`src/rtl/axi_lite_regfile.sv`:
```
`default_nettype none
// ============================================================================
//  Module      : axi_lite_regfile
//  Description : AXI4-Lite slave with an internal register file. NUM_REGS
//                words, per-register RW/RO selection, byte-strobe writes,
//                SLVERR on illegal access, full AW/W/B/AR/R backpressure.
//  Revision    : 1.0 - initial release
// ============================================================================
module axi_lite_regfile #(
    parameter int                  ADDR_WIDTH = 32,
    parameter int                  DATA_WIDTH = 32,
    parameter int                  NUM_REGS   = 16,
    parameter logic [NUM_REGS-1:0] RO_MASK    = '0
) (
    input  logic                           S_AXI_ACLK,
    input  logic                           S_AXI_ARESET,
    input  logic [ADDR_WIDTH-1:0]          S_AXI_AWADDR,
    input  logic                           S_AXI_AWVALID,
    output logic                           S_AXI_AWREADY,
    input  logic [DATA_WIDTH-1:0]          S_AXI_WDATA,
    input  logic [DATA_WIDTH/8-1:0]        S_AXI_WSTRB,
    input  logic                           S_AXI_WVALID,
    output logic                           S_AXI_WREADY,
    output logic [1:0]                     S_AXI_BRESP,
    output logic                           S_AXI_BVALID,
    input  logic                           S_AXI_BREADY,
    input  logic [ADDR_WIDTH-1:0]          S_AXI_ARADDR,
    input  logic                           S_AXI_ARVALID,
    output logic                           S_AXI_ARREADY,
    output logic [DATA_WIDTH-1:0]          S_AXI_RDATA,
    output logic [1:0]                     S_AXI_RRESP,
    output logic                           S_AXI_RVALID,
    input  logic                           S_AXI_RREADY,
    output logic [NUM_REGS*DATA_WIDTH-1:0] reg_out,
    input  logic [NUM_REGS*DATA_WIDTH-1:0] status_in,
    output logic [NUM_REGS-1:0]            wr_pulse
);

    localparam int                    c_BW     = DATA_WIDTH / 8;
    localparam int                    c_LSB    = $clog2(c_BW);
    localparam int                    c_IDXW   = $clog2(NUM_REGS);
    // Addresses at or above this byte offset are illegal; upper bits never alias.
    localparam logic [ADDR_WIDTH-1:0] c_LIMIT  = ADDR_WIDTH'(NUM_REGS * c_BW);
    localparam logic [1:0]            c_OKAY   = 2'b00;
    localparam logic [1:0]            c_SLVERR = 2'b10;

    // Register file and unpacked view of the status words
    logic [DATA_WIDTH-1:0]   r_regs   [NUM_REGS];
    logic [DATA_WIDTH-1:0]   w_status [NUM_REGS];

    // Write channel state
    logic                    r_aw_held, r_w_held, r_awready, r_wready;
    logic [ADDR_WIDTH-1:0]   r_awaddr;
    logic [DATA_WIDTH-1:0]   r_wdata;
    logic [c_BW-1:0]         r_wstrb;
    logic                    r_bvalid;
    logic [1:0]              r_bresp;
    logic [NUM_REGS-1:0]     r_wr_pulse;

    // Read channel state
    logic                    r_ar_held, r_arready, r_rvalid;
    logic [ADDR_WIDTH-1:0]   r_araddr;
    logic [DATA_WIDTH-1:0]   r_rdata;
    logic [1:0]              r_rresp;

    // Combinational decode / next-state
    logic                    w_aw_hs, w_w_hs, w_ar_hs;
    logic                    w_commit, w_wr_legal, w_wr_ok;
    logic                    w_aw_held_nx, w_w_held_nx, w_bvalid_nx;
    logic                    w_ar_held_nx, w_rvalid_nx;
    logic [c_IDXW-1:0]       w_wr_idx, w_rd_idx;
    logic [DATA_WIDTH-1:0]   w_merged;
    logic [DATA_WIDTH-1:0]   w_rd_data;
    logic [1:0]              w_rd_resp;

    generate
        for (genvar i = 0; i < NUM_REGS; i++) begin : g_word
            assign reg_out[i*DATA_WIDTH +: DATA_WIDTH] = r_regs[i];
            assign w_status[i] = status_in[i*DATA_WIDTH +: DATA_WIDTH];
        end
    endgenerate

    assign S_AXI_AWREADY = r_awready;
    assign S_AXI_WREADY  = r_wready;
    assign S_AXI_BVALID  = r_bvalid;
    assign S_AXI_BRESP   = r_bresp;
    assign S_AXI_ARREADY = r_arready;
    assign S_AXI_RVALID  = r_rvalid;
    assign S_AXI_RDATA   = r_rdata;
    assign S_AXI_RRESP   = r_rresp;
    assign wr_pulse      = r_wr_pulse;

    assign w_aw_hs    = S_AXI_AWVALID & r_awready;
    assign w_w_hs     = S_AXI_WVALID & r_wready;
    assign w_ar_hs    = S_AXI_ARVALID & r_arready;
    assign w_wr_idx   = r_awaddr[c_LSB +: c_IDXW];
    assign w_rd_idx   = r_araddr[c_LSB +: c_IDXW];
    // A commit fires on the first edge at which both AW and W are held.
    assign w_commit   = r_aw_held & r_w_held;
    assign w_wr_legal = (r_awaddr < c_LIMIT) && !RO_MASK[w_wr_idx];
    assign w_wr_ok    = w_commit & w_wr_legal;

    // Holding/valid next-state; READYs are registered from these
    always_comb begin
        w_aw_held_nx = w_commit ? 1'b0 : (r_aw_held | w_aw_hs);
        w_w_held_nx  = w_commit ? 1'b0 : (r_w_held | w_w_hs);
        w_bvalid_nx  = w_commit ? 1'b1 : (r_bvalid & ~S_AXI_BREADY);
        w_ar_held_nx = r_ar_held ? 1'b0 : w_ar_hs;
        w_rvalid_nx  = r_ar_held ? 1'b1 : (r_rvalid & ~S_AXI_RREADY);
    end

    // Byte-lane merge of the held write data into the addressed register
    always_comb begin
        w_merged = r_regs[w_wr_idx];
        for (int k = 0; k < c_BW; k++) begin
            if (r_wstrb[k]) begin
                w_merged[k*8 +: 8] = r_wdata[k*8 +: 8];
            end
        end
    end

    // Read data select; forwards a commit landing on the read sample edge
    always_comb begin
        w_rd_data = '0;
        w_rd_resp = c_SLVERR;
        if (r_araddr < c_LIMIT) begin
            w_rd_resp = c_OKAY;
            if (RO_MASK[w_rd_idx]) begin
                w_rd_data = w_status[w_rd_idx];
            end else if (w_wr_ok && (w_wr_idx == w_rd_idx)) begin
                w_rd_data = w_merged;
            end else begin
                w_rd_data = r_regs[w_rd_idx];
            end
        end
    end

    // Write channel: AW/W holding registers, B response, READY generation
    always_ff @(posedge S_AXI_ACLK) begin
        if (S_AXI_ARESET) begin
            r_aw_held <= 1'b0;
            r_w_held  <= 1'b0;
            r_awready <= 1'b0;
            r_wready  <= 1'b0;
            r_awaddr  <= '0;
            r_wdata   <= '0;
            r_wstrb   <= '0;
            r_bvalid  <= 1'b0;
            r_bresp   <= c_OKAY;
        end else begin
            r_aw_held <= w_aw_held_nx;
            r_w_held  <= w_w_held_nx;
            r_awready <= ~w_aw_held_nx & ~w_bvalid_nx;
            r_wready  <= ~w_w_held_nx & ~w_bvalid_nx;
            r_bvalid  <= w_bvalid_nx;
            if (w_aw_hs) begin
                r_awaddr <= S_AXI_AWADDR;
            end
            if (w_w_hs) begin
                r_wdata <= S_AXI_WDATA;
                r_wstrb <= S_AXI_WSTRB;
            end
            if (w_commit) begin
                r_bresp <= w_wr_legal ? c_OKAY : c_SLVERR;
            end
        end
    end

    // Register file update and one-cycle write strobes
    always_ff @(posedge S_AXI_ACLK) begin
        if (S_AXI_ARESET) begin
            r_wr_pulse <= '0;
            for (int i = 0; i < NUM_REGS; i++) begin
                r_regs[i] <= '0;
            end
        end else begin
            r_wr_pulse <= '0;
            if (w_wr_ok) begin
                r_regs[w_wr_idx]     <= w_merged;
                r_wr_pulse[w_wr_idx] <= 1'b1;
            end
        end
    end

    // Read channel: AR holding register and R response
    always_ff @(posedge S_AXI_ACLK) begin
        if (S_AXI_ARESET) begin
            r_ar_held <= 1'b0;
            r_arready <= 1'b0;
            r_araddr  <= '0;
            r_rvalid  <= 1'b0;
            r_rdata   <= '0;
            r_rresp   <= c_OKAY;
        end else begin
            r_ar_held <= w_ar_held_nx;
            r_arready <= ~w_ar_held_nx & ~w_rvalid_nx;
            r_rvalid  <= w_rvalid_nx;
            if (w_ar_hs) begin
                r_araddr <= S_AXI_ARADDR;
            end
            if (r_ar_held) begin
                r_rdata <= w_rd_data;
                r_rresp <= w_rd_resp;
            end
        end
    end

endmodule
`default_nettype wire

```
`config.mk`:
```
export PLATFORM = sky130hd
export DESIGN_NAME = axi_lite_regfile
export DESIGN_NICKNAME = d
export VERILOG_FILES = /design/src/rtl/axi_lite_regfile.sv
export SDC_FILE = /design/constraint.sdc
export NUM_CORES = 1
export LEC_CHECK = 0
export ABC_AREA = 0
export ABC_CLOCK_PERIOD_IN_PS = 3050
export BUFFER_PORTS_ARGS = -buffer_cell sky130_fd_sc_hd__clkbuf_2
export CORE_AREA = 3 3 457 459
export CTS_BUF_LIST = sky130_fd_sc_hd__clkbuf_4 sky130_fd_sc_hd__clkbuf_8
export DETAILED_ROUTE_END_ITERATION = 8
export DIE_AREA = 0 0 460 462
export SLEW_MARGIN = 15
export SYNTH_ARGS = -nofsm -noshare
export SYNTH_HDL_FRONTEND = slang
export SYNTH_SLANG_ARGS = --single-unit
```
`constraint.sdc`:
```
create_clock -name S_AXI_ACLK -period 3.05 [get_ports S_AXI_ACLK]
set_input_delay 0.61 -clock S_AXI_ACLK [delete_from_list [all_inputs] [get_ports S_AXI_ACLK]]
set_output_delay 0.61 -clock S_AXI_ACLK [all_outputs]
set_load 0.01 [all_outputs]
```
==> impl_metrics.py, run 1 <==
metrics = {
    "global_routing": {
        "grt_pass1_vias": 26300,
        "antenna_found_initial": 33,
        "grt.total_usage": 0.156,
        "overflow": 0,
        "grt_max_degree": 62,
        "grt_pass1_wl_um": 226000,
    },
    "finish": {
        "seqCellArea_um2": 18700,
        "area.growth.synth_to_final_pct": 34.9,
        "fin_cells": 5983,
        "n_fill_cell": 21800,
        "drive_above_1_share": 0.432,
        "final_cell_mix": "668 x clkbuf_2, 553 x nor2_1, 512 x edfxtp_1, 256 x mux4_2, 227 x nand2_1",
        "final_nets": 3798,
        "final_area_um2": 43300,
        "final_core_utilization": 0.211,
        "multi_input_area_um2": 12600,
        "layout_commonest_cell": "clkbuf_2",
    },
    "sta": {
        "fin_crit_ns": 2.90,
        "clock_skew_ns": 0.0795,
        "slew_headroom": 0.245,
        "setup_slack_ns": 0.151,
        "hold_viol": 0,
        "setup_violations": 0,
        "tightest_slew_ns": 1.13,
        "hold_slack_ns": 0.101,
        "timing.final.crit_share": 0.951,
        "setup_tns_ns": 0,
        "rsz0062_at_grt": "false",
        "finalMaxSlewViolations": 0,
        "timing.fmax_mhz": 345,
    },
    "min_path": {
        "min_from": "S_AXI_WDATA[23]",
        "hold_path_class": "primary input to flip-flop",
        "hold-path-endpoint": "r_wdata[23]",
        "worstHoldPathCells": 3,
    },
    "clock_tree": {
        "cts_root_buf": "clkbuf_8",
        "htree_levels": 3,
        "cts_sinks": 674,
        "clockBufferDepth": 3,
        "cts_tree": "yes",
        "ctsResizeCount": 0,
        "postCtsSetupBuffers": 0,
        "path_clk_slew_ns": 0.07,
        "cts_inserted_buffers": 121,
        "hold_buffers": 88,
        "clkLatencyLatePin_ns": 0.89,
    },
    "placed_design": {
        "hpwl_um": 117000,
        "placed_cells": 5656,
        "portBuffers": 669,
        "placed_cell_area_um2": 39700,
        "dpl_worst_slack_ns": -0.0496,
        "gp_congestion": 0.866,
    },
    "critical_path": {
        "cp.arrival_ns": 3.39,
        "worstReg2RegEnd": "r_regs[10][25]",
        "reg2reg_from": "r_awaddr[3]",
        "cp.required_ns": 3.54,
        "path_class": "flip-flop to flip-flop",
        "worstPathCellList": "nor3b_1, nand3_4, nand2b_4, buf_12",
        "rrSetupSlack_ns": 0.15,
        "path_max_fanout": 23,
        "slowest_delay_ns": 0.95,
        "worstSetupStartpointType": "flip-flop",
        "cpMaxStageDelayCell": "nor3b_1",
        "endpoint_kind": "flip-flop",
        "rr_worst_depth": 4,
    },
    "detailed_routing": {
        "vias_per_cell": 4.39,
        "routed_wl_um": 172000,
        "drtIter0Drc": 3408,
        "first_pass_iters": 6,
        "wl_per_cell_um": 28.7,
        "vias": 26200,
        "drc_errors": 0,
        "drtAntennaViolNets": 0,
    },
    "pwr": {
        "seqPwrFrac": 0.460,
        "powerDensity_nw_per_um2": 532,
        "switching_share": 0.283,
        "leakagePower_nw": 15.6,
        "vdd_drop_max_v": 0.000343,
        "p_sw_mw": 6.52,
        "clock_power_share": 0.411,
        "power_frac_comb": 0.130,
        "finalPower_mw": 23.0,
        "p_int_mw": 16.5,
    },
    "logic_synthesis": {
        "synthMuxAreaShare": 0.212,
        "synth_top_family_by_area": "multiplexers",
        "synth_xor_area_frac": 0.00109,
        "avgSynthCellArea_um2": 13.4,
        "synth_top_area_frac": 0.479,
        "yosys.area_share.adder": 0,
        "ys_top_cells_by_area": "edfxtp_1 48%, mux4_2 18%, dfxtp_1 10%",
        "synth_cell_type_count": 32,
        "ys_seq_area_frac": 0.581,
        "ys_ff_latch": 674,
        "yosysWarnings": 0,
        "synth_simple_gate_area_share": 0.105,
        "synth.largest_area_cell": "edfxtp_1",
        "synth_cells": 2389,
        "synth_area_um2": 32100,
        "synth_compound_area_frac": 0.0643,
    },
    "die": {
        "die_h_um": 462,
        "io_pins": 1188,
        "core_area_um2": 205000,
        "die_x_um": 460,
        "row_count": 166,
        "die_area_um2": 213000,
        "initial_core_util": 0.157,
    },
    "flow_run": {
        "drv_cap": 0,
    },
    "outcome": {
        "status": "completed",
    },
}
==> Yosys cell counts (all sizes together) <==
master and number:
and2 3, nand3 15, a211oi 32, o221ai 32
o22ai 32, nor3 7, mux4 256, dfxtp 162
mux2 34, a21oi 162, nor3b 2, nor4 15
nor4b 1, a21bo 1, inv 16, nand2 228
or2 1, nand2b 17, xor2 4, edfxtp 512
and3b 1, conb 1, clkbuf 122, nand4 6
buf 105, nor2b 4, nor2 554, mux2i 64
==> power groups by stage <==
stage / combinational, mW / sequential (mW) / clock [mW]
global route: 3.18 / 10.6 / 10.1
global placement: 2.89 / 10.7 / 0
finish: 2.99 / 10.6 / 9.45
CTS: 3.01 / 10.6 / 9.70
floorplan: 1.60 / 10.7 / 0
detailed placement: 2.92 / 10.8 / 0
==> flip-flops by register name, summed over array words and instances (netlist names), named ones only <==
register       flops
S_AXI_BRESP        1
S_AXI_WREADY       1
r_ar_held          1
S_AXI_AWREADY      1
r_regs           512
r_awaddr          30
S_AXI_BVALID       1
r_araddr          30
S_AXI_RDATA       32
r_wstrb            4
r_w_held           1
S_AXI_RRESP        1
S_AXI_ARREADY      1
S_AXI_RVALID       1
wr_pulse          16
r_aw_held          1
r_wdata           32
==> per-layer routing <==
layer,wire [um],GRT usage,vias up
li1,-,-,10500
met1,65500,0.193,13200
met2,78100,0.247,2057
met3,15900,0.0368,477
met4,11900,0.0945,6
met5,75,0,-
==> kinds of logic (layout without fill, tap and decap cells) <==
| family | after synthesis | after routing |
|---|---|---|
| flip-flops | 674 | 674 |
| AO/OA/AOI/OAI | 259 | 259 |
| other | 1 | 12 |
| XOR/XNOR | 4 | 4 |
| buffers and inverters | 243 | 1138 |
| AND/OR/NAND/NOR | 854 | 854 |
| multiplexers | 354 | 354 |
==> cell type report <==
cell class,instances,area share
diodes,10,0.000578
inverters,16,0.00139
multi-input cells,1473,0.291
repair buffers,893,0.137
clock buffers,180,0.0515
clock inverters,49,0.0103
well taps,2688,0.0777
flip-flops and latches,674,0.431
==> worst max-delay path by stage <==
stage          slack [ns]  depth (start not counted)              to          from
6_report             0.15                          4  r_regs[10][25]   r_awaddr[3]
5_1_grt              0.04                          4   r_regs[13][9]   r_awaddr[2]
4_1_cts              0.10                          4   r_regs[13][9]   r_awaddr[2]
3_5_place_dp        -0.05                          5  r_regs[13][13]  S_AXI_ARESET
3_3_place_gp         0.05                          5  r_regs[13][13]  S_AXI_ARESET
2_1_floorplan        0.44                          4   r_regs[13][0]  S_AXI_ARESET
==> critical path, delay by kind of cell, from the launching register on <==
| kind | cells | cell delay, ns |
|---|---|---|
| DFF | 1 | 0.51 |
| buffers and inverters | 1 | 0.30 |
| and+or+nand+nor | 3 | 1.65 |
Note: power is estimated with default switching activity, not from simulation.
==> inputs of run 2 (changes only) <==
Settings changed: ABC_CLOCK_PERIOD_IN_PS 3050 to 3300.
Clock period 3.05 ns to 3.3 ns, I/O delays scaled along.
==> impl_metrics.py, run 2 (synthesis results as in run 1) <==
metrics = {
    "global_routing": {
        "grt_pass1_vias": 26200,
        "grt_max_degree": 60,
        "grt.total_usage": 0.156,
        "antenna_found_initial": 28,
        "overflow": 0,
        "grt_pass1_wl_um": 226000,
        "met1_usage": 0.191,
        "grt-busiest-layer": "met2",
        "grt_use_met3": 0.0418,
        "grt_use_met2": 0.254,
    },
    "flow_run": {
        "drv_cap": 0,
    },
    "sta": {
        "rsz0062_at_grt": "false",
        "fin_crit_ns": 2.84,
        "timing.final.crit_share": 0.861,
        "slew_headroom": 0.302,
        "setup_tns_ns": 0,
        "timing.fmax_mhz": 352,
        "tightest_slew_ns": 1.04,
        "hold_viol": 0,
        "finalMaxSlewViolations": 0,
        "clock_skew_ns": 0.0589,
        "setup_violations": 0,
    },
    "critical_path": {
        "cp.arrival_ns": 3.59,
        "cp.required_ns": 4.05,
        "path_class": "flip-flop to flip-flop",
        "path_max_fanout": 23,
        "endpoint_kind": "flip-flop",
        "worstSetupStartpointType": "flip-flop",
    },
    "pwr": {
        "p_sw_mw": 6.14,
        "powerDensity_nw_per_um2": 502,
        "p_int_mw": 15.5,
        "leakagePower_nw": 15.5,
        "clock_power_share": 0.423,
        "vdd_drop_max_v": 0.000297,
        "seqPwrFrac": 0.452,
        "power_frac_comb": 0.125,
        "switching_share": 0.284,
    },
    "clock_tree": {
        "ctsResizeCount": 0,
        "hold_buffers": 84,
        "path_clk_slew_ns": 0.06,
        "clockBufferDepth": 3,
        "htree_levels": 4,
        "clkLatencyLatePin_ns": 0.88,
        "cts_inserted_buffers": 130,
        "cts_root_buf": "clkbuf_8",
        "cts_tree": "yes",
        "postCtsSetupBuffers": 0,
        "cts_sinks": 674,
    },
    "placed_design": {
        "hpwl_um": 115000,
        "placed_cell_area_um2": 39400,
        "portBuffers": 669,
        "gp_congestion": 0.866,
        "placed_cells": 5618,
    },
    "die": {
        "core_area_um2": 205000,
        "io_pins": 1188,
        "die_area_um2": 213000,
        "initial_core_util": 0.157,
        "die_x_um": 460,
        "row_count": 166,
        "die_h_um": 462,
    },
    "min_path": {
        "hold_path_class": "primary input to flip-flop",
    },
    "finish": {
        "layout_commonest_cell": "clkbuf_2",
        "largest_register_ffs": 512,
        "area.growth.synth_to_final_pct": 34.5,
        "final_cell_mix": "668 x clkbuf_2, 553 x nor2_1, 512 x edfxtp_1, 256 x mux4_2, 227 x nand2_1",
        "final_nets": 3765,
        "drive_above_1_share": 0.427,
        "fin_cells": 5948,
        "top_register": "r_regs",
        "final_area_um2": 43100,
    },
    "detailed_routing": {
        "wl_per_cell_um": 28.9,
        "routed_wl_um": 172000,
        "vias": 26300,
        "vias_per_cell": 4.42,
        "drtAntennaViolNets": 0,
        "drtIter0Drc": 3413,
        "drc_errors": 0,
        "first_pass_iters": 7,
    },
    "outcome": {
        "status": "completed",
    },
}
run 2: cell types whose count changed in the layout (fill, tap and decap cells not counted), moves of 2 or more:
cell | previous run | this run
buf_4 | 84 | 42
buf_12 | 52 | 56
clkinvlp_4 | 6 | 8
dlygate4sd3_1 | 88 | 84
inv_8 | 0 | 3
clkinv_2 | 13 | 9
clkbuf_8 | 140 | 148
diode_2 | 10 | 6
run 2: cell type report:
| cell class | instances | area, um^2 |
|---|---|---|
| fillers | 21900 | 162000 |
| flip-flops and latches | 674 | 18700 |
| multi-input cells | 1473 | 12600 |
| repair buffers | 851 | 5630 |
| well taps | 2688 | 3360 |
| clock buffers | 187 | 2330 |
| clock inverters | 53 | 490 |
| inverters | 16 | 60.1 |
| diodes | 6 | 15.0 |
run 2: stage by stage:
stage                     utilization  hold WS, ns  power [mW]  worst slack, ns
after detailed placement        0.193        0.447        12.6           0.0931
after CTS                       0.211      0.00410        21.9            0.426
after global routing            0.211       0.0524        22.4            0.322
after global placement          0.193        0.446        12.6            0.158
after floorplan                     -        0.436        11.3            0.644
final                           0.211        0.128        21.7            0.459
run 2: path summary, 6_finish.rpt:
check / start / slack [ns] / to / cells past startpoint
worst max-delay path: r_ar_held / 0.46 / S_AXI_RDATA[25] / 6
worst min-delay path: S_AXI_WDATA[0] / 0.13 / r_wdata[0] / 3
worst max register to register: r_ar_held / 0.46 / S_AXI_RDATA[25] / 6
worst min register to register: r_awaddr[24] / 0.45 / r_awaddr[24] / 2
run 2: routing by layer:
metal  share of wire  vias up
met3           0.095      424
met1            0.38    13300
li1                -    10500
met2            0.47     2085
met5               0        -
met4           0.054        0
run 2: power groups by stage:
stage / clock, mW / sequential [mW] / combinational (mW)
after floorplan: 0 / 9.86 / 1.48
after global placement: 0 / 9.94 / 2.62
after detailed placement: 0 / 9.96 / 2.64
after CTS: 9.39 / 9.78 / 2.72
after global routing: 9.76 / 9.81 / 2.87
final: 9.17 / 9.79 / 2.70
run 2: worst max-delay path, cell delays in order (launching register included):
cell	delay, ns
dfxtp_1	0.48
nor4b_1	0.30
nand4_1	0.19
nor3_1	0.73
nand3_4	0.41
buf_12	0.35
o221ai_1	0.22
